===== config.mk =====
export PLATFORM = sky130hd
export DESIGN_NAME = weighted_split
export DESIGN_NICKNAME = d
export VERILOG_FILES = /design/src/rtl/weighted_split.sv
export SDC_FILE = /design/constraint.sdc
export NUM_CORES = 2
export LEC_CHECK = 0
export ABC_AREA = 1
export CORE_ASPECT_RATIO = 0.5
export CORE_UTILIZATION = 45
export DETAILED_ROUTE_END_ITERATION = 12
export HOLD_SLACK_MARGIN = 0.08
export PLACE_DENSITY = 0.74
export SLEW_MARGIN = 20
export SYNTH_ARGS = -nofsm -noshare
export SYNTH_HDL_FRONTEND = slang
export SYNTH_SLANG_ARGS = --single-unit

===== constraint.sdc =====
create_clock -name clk -period 7.3 [get_ports clk]
set_input_delay 1.825 -clock clk [delete_from_list [all_inputs] [get_ports clk]]
set_output_delay 1.825 -clock clk [all_outputs]
set_load 0.05 [all_outputs]

===== src/rtl/weighted_split.sv =====
// Splits one total across N_INPUT shares in proportion to N_INPUT weights:
// share[i] = floor(total*w[i]/sum(w)), one multiply and serial restoring divide per share.
module weighted_split #(
  parameter int N_INPUT = 4,
  parameter int SIZE    = 32
) (
  input  logic                      clk,
  input  logic                      reset,
  input  logic                      in_valid,
  output logic                      in_ready,
  input  logic [SIZE-1:0]           total,
  input  logic [N_INPUT*SIZE-1:0]   weight,
  output logic                      out_valid,
  input  logic                      out_ready,
  output logic [N_INPUT*SIZE-1:0]   share,
  output logic [SIZE-1:0]           residue,
  output logic                      zero_weight
);

  localparam int LG    = $clog2(N_INPUT);
  localparam int WS_W  = SIZE + LG;
  localparam int REM_W = WS_W + 1;
  localparam int DIV_W = 2 * SIZE;
  localparam int CNT_W = $clog2(DIV_W + 1);
  localparam logic [LG-1:0] IDX_LAST = LG'(N_INPUT - 1);

  typedef enum logic [2:0] {
    IDLE,
    CHECK,
    LOAD,
    DIV,
    STORE,
    DONE
  } state_t;

  state_t            state_q, state_d;
  logic [LG-1:0]     idx_q, idx_d;
  logic [SIZE-1:0]   total_q, total_d;
  logic [SIZE-1:0]   w_q [N_INPUT];
  logic [SIZE-1:0]   w_d [N_INPUT];
  logic [WS_W-1:0]   wsum_q, wsum_d;
  logic [DIV_W-1:0]  dividend_q, dividend_d;
  logic [REM_W-1:0]  rem_q, rem_d;
  logic [DIV_W-1:0]  quot_q, quot_d;
  logic [CNT_W-1:0]  cnt_q, cnt_d;
  logic [SIZE-1:0]   share_q [N_INPUT];
  logic [SIZE-1:0]   share_d [N_INPUT];
  logic [SIZE-1:0]   residue_q, residue_d;
  logic              zero_weight_q, zero_weight_d;
  logic              out_valid_q, out_valid_d;

  logic [SIZE-1:0]   w_in [N_INPUT];
  logic [WS_W-1:0]   wsum_in;
  logic [SIZE-1:0]   w_sel;
  logic [DIV_W-1:0]  product;
  logic [REM_W-1:0]  rem_shift;
  logic [REM_W-1:0]  rem_sub;
  logic              rem_ge;

  generate
    for (genvar gi = 0; gi < N_INPUT; gi++) begin : g_lane
      assign w_in[gi]                 = weight[gi*SIZE +: SIZE];
      assign share[gi*SIZE +: SIZE]   = share_q[gi];
    end
  endgenerate

  // Sum is carried LG bits wider than a weight so it can never overflow.
  always_comb begin
    wsum_in = '0;
    for (int i = 0; i < N_INPUT; i++) begin
      wsum_in = wsum_in + WS_W'(w_in[i]);
    end
  end

  assign w_sel     = w_q[idx_q];
  assign product   = DIV_W'(total_q) * DIV_W'(w_sel);
  assign rem_shift = {rem_q[REM_W-2:0], dividend_q[DIV_W-1]};
  assign rem_ge    = (rem_shift >= {1'b0, wsum_q});
  assign rem_sub   = rem_shift - {1'b0, wsum_q};

  always_comb begin
    state_d       = state_q;
    idx_d         = idx_q;
    total_d       = total_q;
    w_d           = w_q;
    wsum_d        = wsum_q;
    dividend_d    = dividend_q;
    rem_d         = rem_q;
    quot_d        = quot_q;
    cnt_d         = cnt_q;
    share_d       = share_q;
    residue_d     = residue_q;
    zero_weight_d = zero_weight_q;

    case (state_q)
      IDLE: begin
        if (in_valid) begin
          total_d       = total;
          w_d           = w_in;
          wsum_d        = wsum_in;
          for (int i = 0; i < N_INPUT; i++) begin
            share_d[i] = '0;
          end
          residue_d     = '0;
          zero_weight_d = 1'b0;
          idx_d         = '0;
          state_d       = CHECK;
        end
      end
      CHECK: begin
        // Residue starts as the whole total; each share is then taken out of it.
        residue_d = total_q;
        if (wsum_q == '0) begin
          zero_weight_d = 1'b1;
          state_d       = DONE;
        end else begin
          state_d = LOAD;
        end
      end
      LOAD: begin
        dividend_d = product;
        rem_d      = '0;
        quot_d     = '0;
        cnt_d      = CNT_W'(DIV_W);
        state_d    = DIV;
      end
      DIV: begin
        dividend_d = dividend_q << 1;
        rem_d      = rem_ge ? rem_sub : rem_shift;
        quot_d     = {quot_q[DIV_W-2:0], rem_ge};
        cnt_d      = cnt_q - CNT_W'(1);
        if (cnt_q == CNT_W'(1)) begin
          state_d = STORE;
        end
      end
      STORE: begin
        // w[idx] <= wsum, so the quotient always fits in SIZE bits.
        share_d[idx_q] = quot_q[SIZE-1:0];
        residue_d      = residue_q - quot_q[SIZE-1:0];
        if (idx_q == IDX_LAST) begin
          state_d = DONE;
        end else begin
          idx_d   = idx_q + LG'(1);
          state_d = LOAD;
        end
      end
      DONE: begin
        if (out_ready) begin
          state_d = IDLE;
        end
      end
      default: state_d = IDLE;
    endcase
  end

  assign out_valid_d = (state_d == DONE);

  always_ff @(posedge clk) begin
    if (reset) begin
      state_q       <= IDLE;
      idx_q         <= '0;
      total_q       <= '0;
      wsum_q        <= '0;
      dividend_q    <= '0;
      rem_q         <= '0;
      quot_q        <= '0;
      cnt_q         <= '0;
      residue_q     <= '0;
      zero_weight_q <= 1'b0;
      out_valid_q   <= 1'b0;
      for (int i = 0; i < N_INPUT; i++) begin
        w_q[i]     <= '0;
        share_q[i] <= '0;
      end
    end else begin
      state_q       <= state_d;
      idx_q         <= idx_d;
      total_q       <= total_d;
      wsum_q        <= wsum_d;
      dividend_q    <= dividend_d;
      rem_q         <= rem_d;
      quot_q        <= quot_d;
      cnt_q         <= cnt_d;
      residue_q     <= residue_d;
      zero_weight_q <= zero_weight_d;
      out_valid_q   <= out_valid_d;
      for (int i = 0; i < N_INPUT; i++) begin
        w_q[i]     <= w_d[i];
        share_q[i] <= share_d[i];
      end
    end
  end

  // Gated by reset so the block never advertises ready while being reset.
  assign in_ready    = (state_q == IDLE) && !reset;
  assign out_valid   = out_valid_q;
  assign residue     = residue_q;
  assign zero_weight = zero_weight_q;

endmodule


==> results.md <==
* Final period util at 1.02
* DP Cell Count at 10500
* Mean Syn Cell Area at 7.38 µm²
* DR pass1 iterations at 6
* Worst skew pair latency at 0.67 ns
* RSZ-0062 raised after global routing: yes
* GRT Total Usage at 0.330
* Routed WL at 230000 µm
* Rows at 95
* Synth async-reset ratio at 0
* Max-slew headroom at 0.312
* CTS tree: yes
* Clock Path Buffers at 3
* Crit start category: register
* Violated checks: negative setup slack
* Synthesized flop and latch total at 498
* Skew final at 0.0527 ns
* Setup CP Type: register to register
* Synth Flop Type: dfxtp_1
* Slowest stage delay, CP at 0.60 ns
* HP Class: register to register
* Final setup TNS at -2.29 ns
* Initial Utilization at 0.455
* Setup WS post-layout at -0.140 ns
* Die H at 263 µm
* Max FO, Critical Path at 15
* Via/cell ratio at 5.48
* Placed cell areas at 69300 µm²
* Cts bufs inserted at 54
* Count of final setup violators at 36
* Core area at 135000 µm²
* Sequential share of the synthesized area at 0.163
* Share of layout cells above drive strength 1 at 0.0985
* Syn nets at 9802
* Post-route cell area at 72700 µm²
* Synthesized area at 61300 µm²
* Final min period at 7.44 ns
* Final core occ at 0.540
* Number of synthesized flops with an enable pin at 0
* Library cells used by synthesis at 47
* IO buf count at 326
* Critical path arrival at 8.03 ns
* MaxCap Viol Count at 0
* Post-route ant nets at 0
* Max-slew violations at 0
* Slowest stage cell on the critical path: fa_1
* Final net count at 10200
* H-tree levels at 2
* Ys Warns at 0
* Final RePlAce weighted congestion at 1.03
* First-pass GRT wire length at 345000 µm
* Post-CTS Hold Fix Bufs at 0
* Most frequent cell on the critical path: fa_1
* Die Footprint at 138000 µm²
* DRC Markers at 0
* Initial antenna violation count at 12
* Finished Layout Cells at 10600
* DIE WIDTH at 524 µm
* Clock sinks at 498
* Max Fclk at 0.134 GHz
* Crit. End Element: register
* Root Buffer: clkbuf_16
* Vias in the first global route at 56800
* Ports at 327
* Outcome: finished, violations left
* Clock slew at reported path FFs at 0.06 ns
* DRT iter0 DRCs at 6532
* Layout area overhead at 18.6%
* Routed len/inst at 21.7 µm
* Vias at 58000
* Largest net degree at the start of global routing at 187
* Post-Syn Instances at 8309
* Overflow after GRT at 0
* Slew at the pin closest to its max-slew limit at 1.03 ns
* Worst EP required at 7.89 ns
* HPWL Detailed at 182000 µm
* Final Hold Vio Count at 0
-- registers in the layout (all words and copies together), names as in the netlist --
name	count
cnt_q	7
dividend_q	64
idx_q	2
out_valid	1
quot_q	32
rem_q	34
residue	32
share	128
state_q	3
total_q	32
w_q	128
wsum_q	34
zero_weight	1
-- routing by layer --
| layer | up-vias | global-route usage | part of all wire |
|---|---|---|---|
| met1 | 28000 | 0.455 | 0.40 |
| li1 | 26200 | - | - |
| met5 | - | 0.00208 | 0.00039 |
| met2 | 3242 | 0.498 | 0.43 |
| met3 | 590 | 0.0808 | 0.12 |
| met4 | 14 | 0.132 | 0.050 |
-- Yosys cell counts (all sizes together), types with 8 or more instances --
library cell	instances	area [µm²]
nand2	1733	6570
inv	1592	5980
nor2	979	3730
fa	962	19300
a21oi	629	3150
dfxtp	498	9970
nand3	453	2270
ha	367	4590
o21ai	345	1730
clkbuf	268	1010
buf	125	653
nand3b	60	450
a31oi	41	257
xor2	38	333
o22ai	36	225
nor3	35	175
nand4	29	181
xnor2	20	175
clkinv	17	63.8
o21bai	15	113
a21o	12	90.1
nor4	12	75.1
or2	8	50.1
-- what timing repair did --
action                                  4_1_cts  5_1_grt
cloned                                        2        3
pin swaps                                    30       46
resized for setup                           170      190
buffers inserted                              6       14
endpoints found under the setup margin       46       47
-- worst paths after layout --
check / slack (ns) / start / end / cells past startpoint
worst min register to register: 0.45 / w_q[127]$_SDFFE_PP0P_ / w_q[127]$_SDFFE_PP0P_ / 2
worst max register to register: -0.14 / idx_q[0]$_SDFFE_PP0P_ / dividend_q[46]$_SDFFE_PP0P_ / 32
worst max-delay path: -0.14 / idx_q[0]$_SDFFE_PP0P_ / dividend_q[46]$_SDFFE_PP0P_ / 32
worst min-delay path: 0.45 / w_q[127]$_SDFFE_PP0P_ / w_q[127]$_SDFFE_PP0P_ / 2
-- cells in the final DEF, fill, tap and decap left out, types with 60 or more instances in the layout --
master	Yosys	routed
a21oi_1	628	595
nand3_1	452	444
buf_12	0	74
buf_4	0	363
fa_1	962	924
ha_1	367	333
nor2_1	969	912
clkdlybuf4s50_1	0	325
o21ai_0	323	300
inv_1	1574	1567
dfxtp_1	498	496
nand3b_1	60	60
nand2_2	5	71
nand2_1	1724	1647
-- stage by stage --
stage / hold slack [ns] / worst slack, ns
after floorplan: 0.425 / 0.310
after global placement: 0.436 / -0.562
after detailed placement: 0.440 / -0.567
after CTS: 0.449 / -0.00942
after global routing: 0.466 / -0.387
final: 0.450 / -0.140
-- kinds of logic (layout without fill, tap and decap cells) --
family,count (synthesis),in the layout,share of synthesized area
AOI/OAI and AO/OA,1101,1101,0.0937
xor gates and xnor gates,58,58,0.00828
adders and majority gates,1329,1329,0.389
buffers and inverters,2002,2482,0.125
DFF,498,498,0.163
other,0,5,0
and+or+nand+nor,3321,3321,0.221
-- layout make-up --
class                   count  area, µm²
diodes                      5       12.5
clock buffers              73       1500
clock inverters            26        339
fillers                 12600      62000
inverters                1609       6070
multi-input cells        5809      44900
flip-flops and latches    498       9980
well taps                1794       2240
repair buffers            774       7680
-- worst max-delay path, delay by kind of cell (launching register included) --
| kind | cells | cell delay (ns) |
|---|---|---|
| adders and majority gates | 9 | 4.50 |
| and+or+nand+nor | 11 | 0.92 |
| buffers and inverters | 8 | 0.84 |
| AOI/OAI and AO/OA | 4 | 0.66 |
| DFF | 1 | 0.41 |
Power is not shown: default switching activity piles up to over one toggle a cycle in this logic, so the estimate is an artifact.
==> variant (same flow settings) <==
Re-encode `state_t` (6 states) as Gray code, 3 bits wide.
--- a/src/rtl/weighted_split.sv
+++ b/src/rtl/weighted_split.sv
@@ -25,12 +25,12 @@
   localparam logic [LG-1:0] IDX_LAST = LG'(N_INPUT - 1);
 
   typedef enum logic [2:0] {
-    IDLE,
-    CHECK,
-    LOAD,
-    DIV,
-    STORE,
-    DONE
+    IDLE  = 3'b000,
+    CHECK = 3'b001,
+    LOAD  = 3'b011,
+    DIV   = 3'b010,
+    STORE = 3'b110,
+    DONE  = 3'b111
   } state_t;
 
   state_t            state_q, state_d;
Check against the original RTL: no difference found for any inputs over 4 cycles, from zero or initial values and one cycle with reset high; so few cycles prove little.
==> variant against the unedited design <==
- the run still ends with negative setup slack left
- routed wire length grew 2.3%
- sequential cell count is the same
- utilization grew 1.1 points
- final area grew 1.9%
- worst setup slack lost 55 ps
- maximum frequency shrank 0.74%
- area after synthesis shrank 0.17%
- clock skew is essentially flat
==> variant: results (changes against the unedited design) <==
- The run finished, with violations left.
- The final reports fail on negative setup slack.
- The detailed placer's ending HPWL is 184000 um (+0.94%).
- The number of setup violations in the final report was 37 (+2.8%).
- The net count after synthesis is 9799 (-0.031%).
- The CTS buffer count came to 55 (+1.9%).
- The met2 routing resource usage after global routing is 50.8% (+1.0 points).
- The global-route wire length before repair is 350000 um (+1.6%).
- The number of nets in the finished design is 10300 (+0.58%).
- The total cell area at the placement stage is 69000 um2 (-0.33%).
- The maximum fanout encountered on the critical timing path came to 6 (-9).
- In the synthesized netlist, the cells that appear most often are 1849 x nand2_1, 1589 x inv_1, 962 x fa_1.
- The worst register-to-register path begins at idx_q[1]$_SDFFE_PP0P_.
- The amount of wire on met2 after detailed routing is 100000 um (+2.3%).
- The final setup TNS is -3350 ps (-1060 ps).
- The maximum number of pins on one net before global-route repair was 173 (-7.5%).
- The per-cell via count in the routed design is 5.50 (+0.43%).
- The data arrival time of the worst path is 8000 ps (-30 ps).
- After synthesis, the cell types taking the most area are fa_1 31%, dfxtp_1 16%, nand2_1 11%.
- The initial DRC count is 6411 (-1.9%).
- The area growth from synthesis to layout is 21.1%.
- The fraction of final layout cells with drive strength greater than 1 is 12.1% (+2.3 points).
- The worst hold path begins at w_q[126]$_SDFFE_PP0P_.
- The setup slack after layout is -195 ps (-55.1 ps).
- The tightest slew margin relative to the limit was 34.0% (+2.8 points).
- The met3 layer wire length in the routed design is 29400 um (+4.3%).
- The terminus of the critical flop-to-flop path is dividend_q[57]$_SDFFE_PP0P_.
- The setup slack at placement is -410 ps (+157 ps).
==> variant: cells by family (layout without fill, tap and decap cells) <==
kind of cell             count (synthesis)  in the layout  synth area share (%)
AO/OA/AOI/OAI                         1104           1104                  9.39
XOR/XNOR                                56             56                 0.801
AND/OR/NAND/NOR                       3308           3308                  22.1
other                                    0             13                     0
adder cells (fa/ha/maj)               1329           1329                  38.9
buffers and inverters                 2011           2556                  12.5
flip-flops                             498            498                  16.3
==> variant: layout make-up <==
cell class	count	area (um2)
tap	1794	2240
sequential	498	9980
fill	12500	60500
timing repair buffer	835	8330
multi-input combinational	5797	45500
inverter	1618	6130
antenna	13	32.5
clock buffer	73	1520
clock inverter	30	428
==> variant: worst max-delay path, delay by kind of cell (launching register included) <==
kind	cells	cell delay, ps
and+or+nand+nor	11	1120
DFF	1	400
AOI/OAI and AO/OA	3	390
buffers and inverters	9	950
adders and majority gates	9	4430
